--- src/rtl/alu_pkg.sv ---
// Shared ALU definitions: operation encoding used by the ALU and the control decoder.
package alu_pkg;

  localparam int ALU_WIDTH = 32;

  typedef enum logic [2:0] {
    ALU_ADD   = 3'b000,
    ALU_SUB   = 3'b001,
    ALU_AND   = 3'b010,
    ALU_OR    = 3'b011,
    ALU_XOR   = 3'b100,
    ALU_SLT   = 3'b101,
    ALU_SLTU  = 3'b110,
    ALU_PASSB = 3'b111
  } alu_op_e;

endpackage

--- src/rtl/alu_adder.sv ---
// Shared add/subtract unit: sum = a + (sub ? ~b : b) + sub, with carry-out and signed overflow.
module alu_adder #(
  parameter int WIDTH = 32
) (
  input  logic [WIDTH-1:0] a,
  input  logic [WIDTH-1:0] b,
  input  logic             sub,
  output logic [WIDTH-1:0] sum,
  output logic             carry,
  output logic             ovf
);

  logic [WIDTH-1:0] w_b_eff;
  logic [WIDTH:0]   w_full;

  assign w_b_eff = sub ? ~b : b;
  assign w_full  = {1'b0, a} + {1'b0, w_b_eff} + {{WIDTH{1'b0}}, sub};
  assign sum     = w_full[WIDTH-1:0];
  assign carry   = w_full[WIDTH];
  // Overflow: operands share a sign that the result does not.
  assign ovf     = (a[WIDTH-1] == w_b_eff[WIDTH-1]) && (sum[WIDTH-1] != a[WIDTH-1]);

endmodule

--- src/rtl/alu_core.sv ---
// RV32I integer ALU: combinational result and flags, plus a registered result/zero tap.
module alu_core
  import alu_pkg::*;
#(
  parameter int WIDTH = ALU_WIDTH
) (
  input  logic             clk,
  input  logic             rst,
  input  logic [WIDTH-1:0] a,
  input  logic [WIDTH-1:0] b,
  input  logic [2:0]       ALUControl,
  output logic [WIDTH-1:0] rslt,
  output logic             zero,
  output logic             neg,
  output logic             carry,
  output logic             ovf,
  output logic [WIDTH-1:0] rslt_q,
  output logic             zero_q
);

  alu_op_e          w_op;
  logic             w_sub;
  logic [WIDTH-1:0] w_sum;
  logic             w_carry;
  logic             w_ovf;
  logic             w_adder_op;
  logic [WIDTH-1:0] r_rslt_q;
  logic             r_zero_q;

  assign w_op  = alu_op_e'(ALUControl);
  assign w_sub = (w_op == ALU_SUB) || (w_op == ALU_SLT);

  alu_adder #(.WIDTH(WIDTH)) u_adder (
    .a     (a),
    .b     (b),
    .sub   (w_sub),
    .sum   (w_sum),
    .carry (w_carry),
    .ovf   (w_ovf)
  );

  always_comb begin
    rslt = '0;
    case (w_op)
      ALU_ADD,
      ALU_SUB:   rslt = w_sum;
      ALU_AND:   rslt = a & b;
      ALU_OR:    rslt = a | b;
      ALU_XOR:   rslt = a ^ b;
      ALU_SLT:   rslt = {{(WIDTH-1){1'b0}}, w_sum[WIDTH-1] ^ w_ovf};
      ALU_SLTU:  rslt = {{(WIDTH-1){1'b0}}, (a < b)};
      ALU_PASSB: rslt = b;
      default:   rslt = '0;
    endcase
  end

  // Flags follow the adder whenever it is doing real work (ADD, SUB, and the SLT compare).
  assign w_adder_op = (w_op == ALU_ADD) || w_sub;
  assign carry      = w_adder_op & w_carry;
  assign ovf        = w_adder_op & w_ovf;
  assign zero       = (rslt == '0);
  assign neg        = rslt[WIDTH-1];

  always_ff @(posedge clk) begin
    if (rst) begin
      r_rslt_q <= '0;
      r_zero_q <= 1'b0;
    end else begin
      r_rslt_q <= rslt;
      r_zero_q <= zero;
    end
  end

  assign rslt_q = r_rslt_q;
  assign zero_q = r_zero_q;

endmodule

--- config.mk ---
export PLATFORM = sky130hd
export DESIGN_NAME = alu_core
export DESIGN_NICKNAME = d
export VERILOG_FILES = /design/src/rtl/alu_pkg.sv /design/src/rtl/alu_adder.sv /design/src/rtl/alu_core.sv
export SDC_FILE = /design/constraint.sdc
export NUM_CORES = 1
export LEC_CHECK = 0
export ABC_AREA = 1
export BUFFER_PORTS_ARGS = -buffer_cell sky130_fd_sc_hd__buf_2
export CAP_MARGIN = 20
export CORE_ASPECT_RATIO = 1.4
export CORE_UTILIZATION = 57
export CTS_CLUSTER_SIZE = 25
export DETAILED_ROUTE_END_ITERATION = 8
export PLACE_DENSITY = 0.94
export REMOVE_ABC_BUFFERS = 1
export SYNTH_ARGS = -nofsm -noshare
export SYNTH_HDL_FRONTEND = slang
export SYNTH_SLANG_ARGS = --single-unit
--- constraint.sdc ---
create_clock -name clk -period 8 [get_ports clk]
set_input_delay 2.4 -clock clk [delete_from_list [all_inputs] [get_ports clk]]
set_output_delay 2.4 -clock clk [all_outputs]
set_load 0.03 [all_outputs]
# Word-level counts from Yosys, hierarchy flattened
# Index checks and enable logic that the tools add are counted.
dict set report totals {
  register_bits 33
  out_inout_bits 69
}
dict set report classes {
  n_addsub 2
  n_lt_le_gt_ge 1
  n_eq_ne 9
  n_mux 2
  n_bitwise 7
  reduce_logical 6
}
# cell count
set op_table {}
lappend op_table {{one-hot mux 32 bit (7 select lines)} 1}
lappend op_table {{adder 32 x 32 -> 33 bit} 1}
lappend op_table {{adder 33 x 1 -> 33 bit} 1}
lappend op_table {{AND 32 bit} 1}
lappend op_table {{logical NOT 32 bit} 1}
lappend op_table {{less-than comparator 32 bit} 1}
lappend op_table {{two-way mux 32 bit} 1}
lappend op_table {{NOT 32 bit} 1}
lappend op_table {{OR 32 bit} 1}
lappend op_table {{bitwise XOR 32 bit} 1}
lappend op_table {{== test 3 bit, second input constant} 4}
lappend op_table {{== test 3 x 2 -> 1 bit, second input constant} 2}
lappend op_table {{== test 3 x 1 -> 1 bit, second input constant} 1}
lappend op_table {{logical NOT 3 bit} 1}
lappend op_table {{AND 1 bit} 2}
lappend op_table {{logical OR 1 bit} 2}
lappend op_table {{OR reduction 2 bit} 1}
lappend op_table {{== test 1 bit} 1}
lappend op_table {{logical AND 1 bit} 1}
lappend op_table {{inequality test 1 bit} 1}
lappend op_table {{bitwise XOR 1 bit} 1}

# Longest topological paths before layout
# Gate-level depths: netlist of the first run.
dict set report depth {
  ltp_word 10
  mapped_depth 22
  depth_no_buf 22
}

# By module
# A second synthesis of the first run with hierarchy kept.
dict set report unflattened {
  hier_cells 1131
  area_unflattened_um2 6752.7
}
# mod instances cells_per_inst area_per_inst_um2 seq_area_each_um2
set by_module_without_submodules {}
lappend by_module_without_submodules {alu_core 1 712 4388.0 660.6}
lappend by_module_without_submodules {alu_adder 1 419 2364.8 0.0}

# Worst setup path after synthesis of the first run
# OpenSTA, ideal clock, no wires.
dict set report synth_path {
  kind {input port to output port}
  startpoint {in ALUControl[1]}
  endpoint {out zero}
  arrival_ns 5.339
  t_required_ns 5.600
  path_slack_ns 0.261
  cell_stages 19
  cell_sequence {inv_2 > nand2_4 > buf_1 > xor2_1 > ha_1 > nand2_1 > nor2_1 > inv_2 > nor2_1 > nand2_1 > nand2_1 > nand2_1 > nand3_1 > nand2_1 > nand2_1 > nand4_1 > nor2_1 > nand4_1 > nor2_1}
}
dict set report synth_via {
  elab_chain_cells 10
}
# element line
set synth_rtl {}
lappend synth_rtl {{start, declared} alu_core.sv:11} ;# input logic [2:0] ALUControl,
lappend synth_rtl {{== test 3 x 1 -> 1 bit or == test 3 bit (tied branches)} {alu_core.sv:31, alu_core.sv:44}}
lappend synth_rtl {{logical OR 1 bit} alu_core.sv:31} ;# assign w_sub = (w_op == ALU_SUB) || (w_op == ALU_SLT);
lappend synth_rtl {{two-way mux 32 bit} alu_adder.sv:16} ;# assign w_b_eff = sub ? ~b : b;
lappend synth_rtl {{adder 32 x 32 -> 33 bit} alu_adder.sv:17} ;# assign w_full = {1'b0, a} + {1'b0, w_b_eff} + {{WIDTH{1'b0}}, sub};
lappend synth_rtl {{adder 33 x 1 -> 33 bit} alu_adder.sv:17}
lappend synth_rtl {{inequality test 1 bit} alu_adder.sv:21} ;# assign ovf = (a[WIDTH-1] == w_b_eff[WIDTH-1]) && (sum[WIDTH-1] != a[WIDTH-1]);
lappend synth_rtl {{logical AND 1 bit} alu_adder.sv:21}
lappend synth_rtl {{bitwise XOR 1 bit} alu_core.sv:50} ;# ALU_SLT: rslt = {{(WIDTH-1){1'b0}}, w_sum[WIDTH-1] ^ w_ovf};
lappend synth_rtl {{one-hot mux 32 bit (7 select lines) *} alu_core.sv:44} ;# case (w_op)
lappend synth_rtl {{net rslt[0]} alu_core.sv:12} ;# output logic [WIDTH-1:0] rslt,
lappend synth_rtl {{logical NOT 32 bit *} alu_core.sv:61} ;# assign zero = (rslt == '0);
lappend synth_rtl {{end, declared} alu_core.sv:13} ;# output logic zero,
# The timed path passes the listed nets; every way through them passes the cells marked *.

# Worst setup path in the final report of the first run
dict set report layout_path {
  startpoint {in ALUControl[1]}
  endpoint {out zero}
}
dict set report layout_via {
  elab_chain_cells 10
}
# element line
set layout_rtl {}
lappend layout_rtl {{== test 3 x 1 -> 1 bit or == test 3 bit (tied branches)} {alu_core.sv:31, alu_core.sv:44}}
lappend layout_rtl {{logical OR 1 bit} alu_core.sv:31}
lappend layout_rtl {{two-way mux 32 bit} alu_adder.sv:16}
lappend layout_rtl {{adder 32 x 32 -> 33 bit} alu_adder.sv:17}
lappend layout_rtl {{adder 33 x 1 -> 33 bit} alu_adder.sv:17}
lappend layout_rtl {{inequality test 1 bit} alu_adder.sv:21}
lappend layout_rtl {{logical AND 1 bit} alu_adder.sv:21}
lappend layout_rtl {{bitwise XOR 1 bit} alu_core.sv:50}
lappend layout_rtl {{one-hot mux 32 bit (7 select lines) *} alu_core.sv:44}
lappend layout_rtl {{logical NOT 32 bit *} alu_core.sv:61}
# Every way passes the cells marked *; elsewhere a longest branch is shown, timed or not.

==> results.py, run 1 <==
metrics = {
    "status": {
        "status": "completed",
    },
    "place": {
        "place.gp.congestion": 1.07,
        "dp_hpwl_mm": 16.8,
        "pre_cts_slack_ps": -29.7,
        "io_buffers": 137,
        "placed_cell_area_sq_um": 7450,
        "dp.cells": 1316,
    },
    "pwr": {
        "seqPwrFrac_pct": 17.6,
        "power.internal_uw": 517,
        "clkPwrFrac_pct": 19.3,
        "ir_drop_mv": 0.0863,
        "combPwrFrac_pct": 63.1,
        "power_density_nw_per_um2": 135,
        "switching_share_pct": 50.3,
        "leakage_uw": 0.00445,
        "p_sw_uw": 524,
    },
    "route": {
        "wl_per_cell_microns": 15.8,
        "routed_wl_mm": 21.0,
        "vias_per_cell": 5.59,
        "drtPass1Iterations": 5,
        "drt_first_iter_violations": 335,
        "drcViolationCount": 0,
        "route.vias.total": 7414,
        "drtAntennaViolNets": 0,
    },
    "sta": {
        "max_freq_ghz": 0.127,
        "finalHoldViolCount": 0,
        "fin_crit_ps": 7880,
        "finalCritPeriodShare_pct": 98.6,
        "timing.final.ws_setup_ps": 116,
        "relSlewSlack_pct": 47.2,
        "tightest_slew_ps": 792,
        "report.final.slew_viol_count": 0,
        "setup_violations": 0,
    },
    "synth": {
        "synth_warnings": 0,
        "yosysSeqAreaShare_pct": 10.1,
        "ys_ff_latch": 33,
        "synth_edf_count": 0,
        "synthCells": 1040,
        "yosys.cell_types.count": 47,
        "async_reset_ff_share_pct": 0,
        "syn_area_per_cell_sq_um": 6.28,
        "synth_flop_cell": "dfxtp_1",
        "syn-cell-area_sq_um": 6530,
    },
    "worst_hold_path": {
        "min_path_type": "input port to register",
    },
    "worst_setup_path": {
        "startpoint": "ALUControl[1]",
        "crit_type": "input port to primary output",
        "worstPathRequired_ps": 5600,
        "crit_path_start_kind": "input port",
        "endpoint_kind": "primary output",
        "crit_end": "zero",
        "arrival_ps": 5480,
        "cp_max_fo": 14,
    },
    "clocking": {
        "cts_tree": "built",
        "cts_max_path_buffers": 2,
        "cts.clk_slew.worst_paths_ps": 50,
        "cts-root-buf": "clkbuf_16",
        "clock_sinks": 33,
        "htreeDepth": 2,
        "cts_buffers": 5,
    },
    "grt": {
        "grt_first_pass_wirelength_mm": 33.3,
        "grt_overflow_total": 0,
        "grt_max_degree": 34,
        "grt.total_usage_pct": 35.0,
        "antenna_found_initial": 0,
        "grt_pass1_vias": 7208,
    },
    "finish": {
        "design_area_sq_um": 7720,
        "synthToLayoutAreaGrowth_pct": 18.3,
        "n_fill_cell": 999,
        "drive_gt1_share_pct": 21.6,
        "register_area_sq_um": 661,
        "diodes": 0,
        "multiInputGateArea_sq_um": 5120,
        "nNetsFinal": 1384,
        "fin_cells": 1327,
        "final_core_util_pct": 70.3,
    },
    "floorplan": {
        "coreArea_sq_um": 11000,
        "die_area_sq_um": 11900,
        "io_pins": 138,
        "die_y_microns": 129,
        "start_util_pct": 59.5,
        "dieWidth_microns": 92.5,
        "fp-row-count": 45,
    },
    "run": {
        "cap_violations": 0,
    },
}
Yosys cell counts, types with 2 or more instances:
| library cell | number | area share, % |
|---|---|---|
| nand2_1 | 244 | 14 |
| inv_1 | 184 | 11 |
| ha_1 | 128 | 25 |
| nor2_1 | 87 | 5.0 |
| a21oi_1 | 69 | 5.3 |
| nand3_1 | 47 | 3.6 |
| o21ai_0 | 40 | 3.1 |
| xor2_1 | 37 | 5.0 |
| dfxtp_1 | 33 | 10 |
| nand2_2 | 17 | 1.6 |
| a221oi_1 | 15 | 2.0 |
| nand4_1 | 15 | 1.4 |
| inv_2 | 11 | 0.63 |
| nor3_1 | 10 | 0.77 |
| buf_2 | 9 | 0.69 |
| nor2_2 | 9 | 0.86 |
| nand3_2 | 8 | 1.2 |
| o2111ai_1 | 7 | 0.94 |
| o21ai_1 | 7 | 0.54 |
| a221oi_2 | 6 | 1.4 |
| clkbuf_1 | 5 | 0.29 |
| o21bai_1 | 5 | 0.57 |
| a21boi_1 | 4 | 0.46 |
| buf_1 | 4 | 0.23 |
| a21oi_2 | 3 | 0.40 |
| buf_6 | 3 | 0.52 |
| nor3_2 | 3 | 0.46 |
| o211ai_1 | 3 | 0.34 |
| o22ai_1 | 3 | 0.29 |
| a211oi_1 | 2 | 0.23 |
| a21o_1 | 2 | 0.23 |
| a31oi_1 | 2 | 0.19 |
| and2_1 | 2 | 0.19 |
| o21ai_2 | 2 | 0.27 |
| or2_2 | 2 | 0.19 |
power groups by stage:
stage | sequential [uW] | combinational [uW] | clock, uW
floorplan | 219 | 401 | 0
global placement | 186 | 614 | 0
detailed placement | 187 | 625 | 0
CTS | 183 | 630 | 206
global route | 184 | 719 | 214
finish | 183 | 657 | 201
timing repair:
| item | 4_1_cts | 5_1_grt |
|---|---|---|
| hold buffers | 0 | 0 |
| resized for setup | 1 | 27 |
| buffers inserted | 0 | 4 |
| setup endpoints to repair | 1 | 1 |
| pin swaps | 0 | 7 |
how the worst min path moves through the flow:
stage | cells after the start | end | startpoint
after global routing | 3 | rslt_q[3]$_SDFF_PP0_ | b[3]
after CTS | 3 | rslt_q[13]$_SDFF_PP0_ | b[13]
after detailed placement | 3 | rslt_q[13]$_SDFF_PP0_ | b[13]
after global placement | 3 | rslt_q[8]$_SDFF_PP0_ | b[8]
after floorplan | 1 | rslt_q[10]$_SDFF_PP0_ | rst
final | 3 | rslt_q[13]$_SDFF_PP0_ | b[13]
per-stage QoR:
step | hold slack (ps) | total power (uW) | setup TNS [ps]
after global placement | 2720 | 800 | -45.0
after CTS | 2450 | 1020 | 0
after global routing | 2480 | 1120 | -0.981
final | 2460 | 1040 | 0
after detailed placement | 2750 | 812 | -29.7
after floorplan | 2470 | 620 | 0
per-layer routing:
| metal | vias to the layer above | part of all wire [%] | global-route usage [%] |
|---|---|---|---|
| met4 | 0 | 5.8 | 24.5 |
| met3 | 70 | 3.6 | 3.66 |
| met2 | 254 | 52 | 64.8 |
| li1 | 3639 | - | - |
| met1 | 3451 | 38 | 36.6 |
| met5 | - | 0 | 0 |
critical path, stage by stage:
cell	delay [ps]
buf_2	140
inv_2	100
nand2_4	100
buf_12	170
xor2_1	150
ha_1	380
nand2_1	170
nor2_1	190
and2_1	200
nand2_1	90
nand3_2	100
nand3_1	180
nand2_1	140
nand2_1	70
nand3_2	70
nand2_2	60
inv_2	60
nand2_1	50
nor2_1	210
nand3_2	150
nor2_1	130
buf_4	170
layout make-up:
| class | instances | area share, % |
|---|---|---|
| Sequential cell | 33 | 8.55 |
| Tap cell | 141 | 2.28 |
| Multi-Input combinational cell | 790 | 66.3 |
| Inverter | 195 | 9.48 |
| Clock buffer | 7 | 1.85 |
| Timing Repair Buffer | 161 | 11.6 |
kinds of logic after synthesis:
kind of cell | count (synthesis) | synth area share, %
fa+ha+maj | 129 | 24.8
buf+inv | 217 | 13.1
xor+xnor | 38 | 5.10
flops | 33 | 10.1
simple gates | 451 | 30.4
compound gates | 172 | 16.5
placed cells by master (no fill, tap or decap), types with 8 or more instances in the layout:
cell type,n
nand2_1,242
o21ai_0,39
inv_2,11
nor2_2,13
a21oi_1,59
nand2_2,18
buf_2,136
inv_1,184
buf_4,23
dfxtp_1,33
xor2_1,37
a21oi_2,12
nand3_2,8
nand3_1,47
nor2_1,83
nor3_1,9
nand4_1,15
a221oi_1,15
ha_1,125
state kept, by name, indices dropped and copies added (netlist names):
| register | count |
|---|---|
| rslt_q | 32 |
| zero_q | 1 |
No activity file was read; power rests on OpenSTA's default activity.
==> run 2: changes to the inputs <==
- RECOVER_POWER: unset -> 50
==> run 2 against run 1 <==
Sequential power about the same; first-iteration DRC count up 19%; clock power barely moved; non-clock buffer count unchanged; via count rose by 0.13%; combinational power is 0.9% lower; global-route usage unchanged; final cell count stayed put; critical endpoint unchanged; highest routed layer unchanged.
==> results.py, run 2 (synthesized netlist as in run 1, its figures left out) <==
metrics = {
    "place": {
        "pre_cts_slack_ps": -29.7,
        "place.gp.congestion": 1.07,
        "dp_hpwl_mm": 16.8,
        "io_buffers": 137,
        "placed_cell_area_sq_um": 7450,
    },
    "grt": {
        "grt_overflow_total": 0,
        "grt_first_pass_wirelength_mm": 33.3,
        "grt_pass1_vias": 7208,
        "antenna_found_initial": 0,
        "grt_max_degree": 34,
        "grt.total_usage_pct": 35.0,
    },
    "status": {
        "status": "completed",
    },
    "finish": {
        "design_area_sq_um": 7670,
        "diodes": 0,
        "drive_gt1_share_pct": 18.5,
        "nNetsFinal": 1384,
        "synthToLayoutAreaGrowth_pct": 17.6,
        "final_common_cell": "nand2_1",
        "final_core_util_pct": 69.9,
        "largest_reg_flops": 32,
        "layout_common_cells": "243 x nand2_1, 185 x inv_1, 125 x ha_1",
    },
    "sta": {
        "relSlewSlack_pct": 22.2,
        "setup_tns_ps": 0,
        "report.final.slew_viol_count": 0,
        "tightest_slew_ps": 1170,
        "fin_crit_ps": 7890,
        "finalCritPeriodShare_pct": 98.7,
        "max_freq_ghz": 0.127,
        "timing.final.ws_setup_ps": 107,
        "finalHoldViolCount": 0,
        "setup_violations": 0,
    },
    "worst_setup_path": {
        "arrival_ps": 5490,
        "endpoint_kind": "primary output",
        "crit_path_start_kind": "input port",
        "crit_type": "input port to primary output",
        "cp_max_fo": 14,
        "worstPathRequired_ps": 5600,
    },
    "route": {
        "route.vias.total": 7424,
        "drt_first_iter_violations": 397,
        "routed_wl_mm": 20.9,
        "vias_per_cell": 5.59,
        "drtPass1Iterations": 5,
        "drcViolationCount": 0,
        "wl_per_cell_microns": 15.8,
        "drtAntennaViolNets": 0,
    },
    "floorplan": {
        "dieWidth_microns": 92.5,
        "die_area_sq_um": 11900,
        "coreArea_sq_um": 11000,
        "die_y_microns": 129,
        "start_util_pct": 59.5,
        "io_pins": 138,
        "fp-row-count": 45,
    },
    "clocking": {
        "cts_max_path_buffers": 2,
        "cts_buffers": 5,
        "cts-root-buf": "clkbuf_16",
        "clock_sinks": 33,
        "cts.clk_slew.worst_paths_ps": 50,
        "htreeDepth": 2,
        "cts_tree": "built",
    },
    "worst_hold_path": {
        "min_path_type": "input port to register",
    },
    "pwr": {
        "ir_drop_mv": 0.0867,
        "power_density_nw_per_um2": 135,
        "leakage_uw": 0.00432,
    },
    "run": {
        "cap_violations": 0,
    },
}
[run 2: cell count changes in the layout (fill, tap and decap cells not counted), sizes merged]
cell,previous run,this run
clkbuf,7,40
buf,161,128
[run 2: critical path, stage by stage]
cell and delay (ps):
buf_2 140, inv_2 90, nand2_4 100, buf_12 170
xor2_1 150, ha_1 370, nand2_1 170, nor2_1 200
and2_1 210, nand2_1 90, nand3_2 100, nand3_1 180
nand2_1 140, nand2_1 70, nand3_2 60, nand2_2 60
inv_2 60, nand2_1 50, nor2_1 210, nand3_2 150
nor2_1 120, buf_4 170
[run 2: worst paths after layout]
kind	depth (start not counted)	to	start	slack, ps
setup / recovery	22	zero	ALUControl[1]	110
hold / removal	3	rslt_q[13]$_SDFF_PP0_	b[13]	2460
[run 2: layout make-up]
class                   count  area [sq um]
fillers                  1018          3300
inverters                 195           732
flip-flops and latches     33           661
well taps                 141           176
repair buffers            161           852
clock buffers               7           143
multi-input cells         790          5110
[run 2: metal layers]
metal	share of wire [%]	global-route usage [%]
met1	38	36.6
met2	52	64.8
met3	4.4	3.66
met4	6.0	24.5
met5	0	0
[run 2: repair_timing]
| action | 4_1_cts | 5_1_grt |
|---|---|---|
| buffers inserted | 0 | 4 |
| pin swaps | 0 | 7 |
| hold buffers | 0 | 0 |
| gates resized for setup | 1 | 27 |
| endpoints found under the setup margin | 1 | 1 |
[run 2: metrics by stage]
| step | std cells | power, uW | hold WS, ps |
|---|---|---|---|
| global placement | 1316 | 800 | 2720 |
| CTS | 1323 | 1020 | 2450 |
| detailed placement | 1316 | 812 | 2750 |
| floorplan | 1018 | 620 | 2470 |
| global route | 1327 | 1110 | 2480 |
| finish | 1327 | 1040 | 2460 |
[run 2: report_power, final]
group / switching, uW / total [uW] / internal, uW
Combinational: 440 / 651 / 210
Clock: 79.7 / 202 / 123
Sequential: 3.73 / 184 / 180
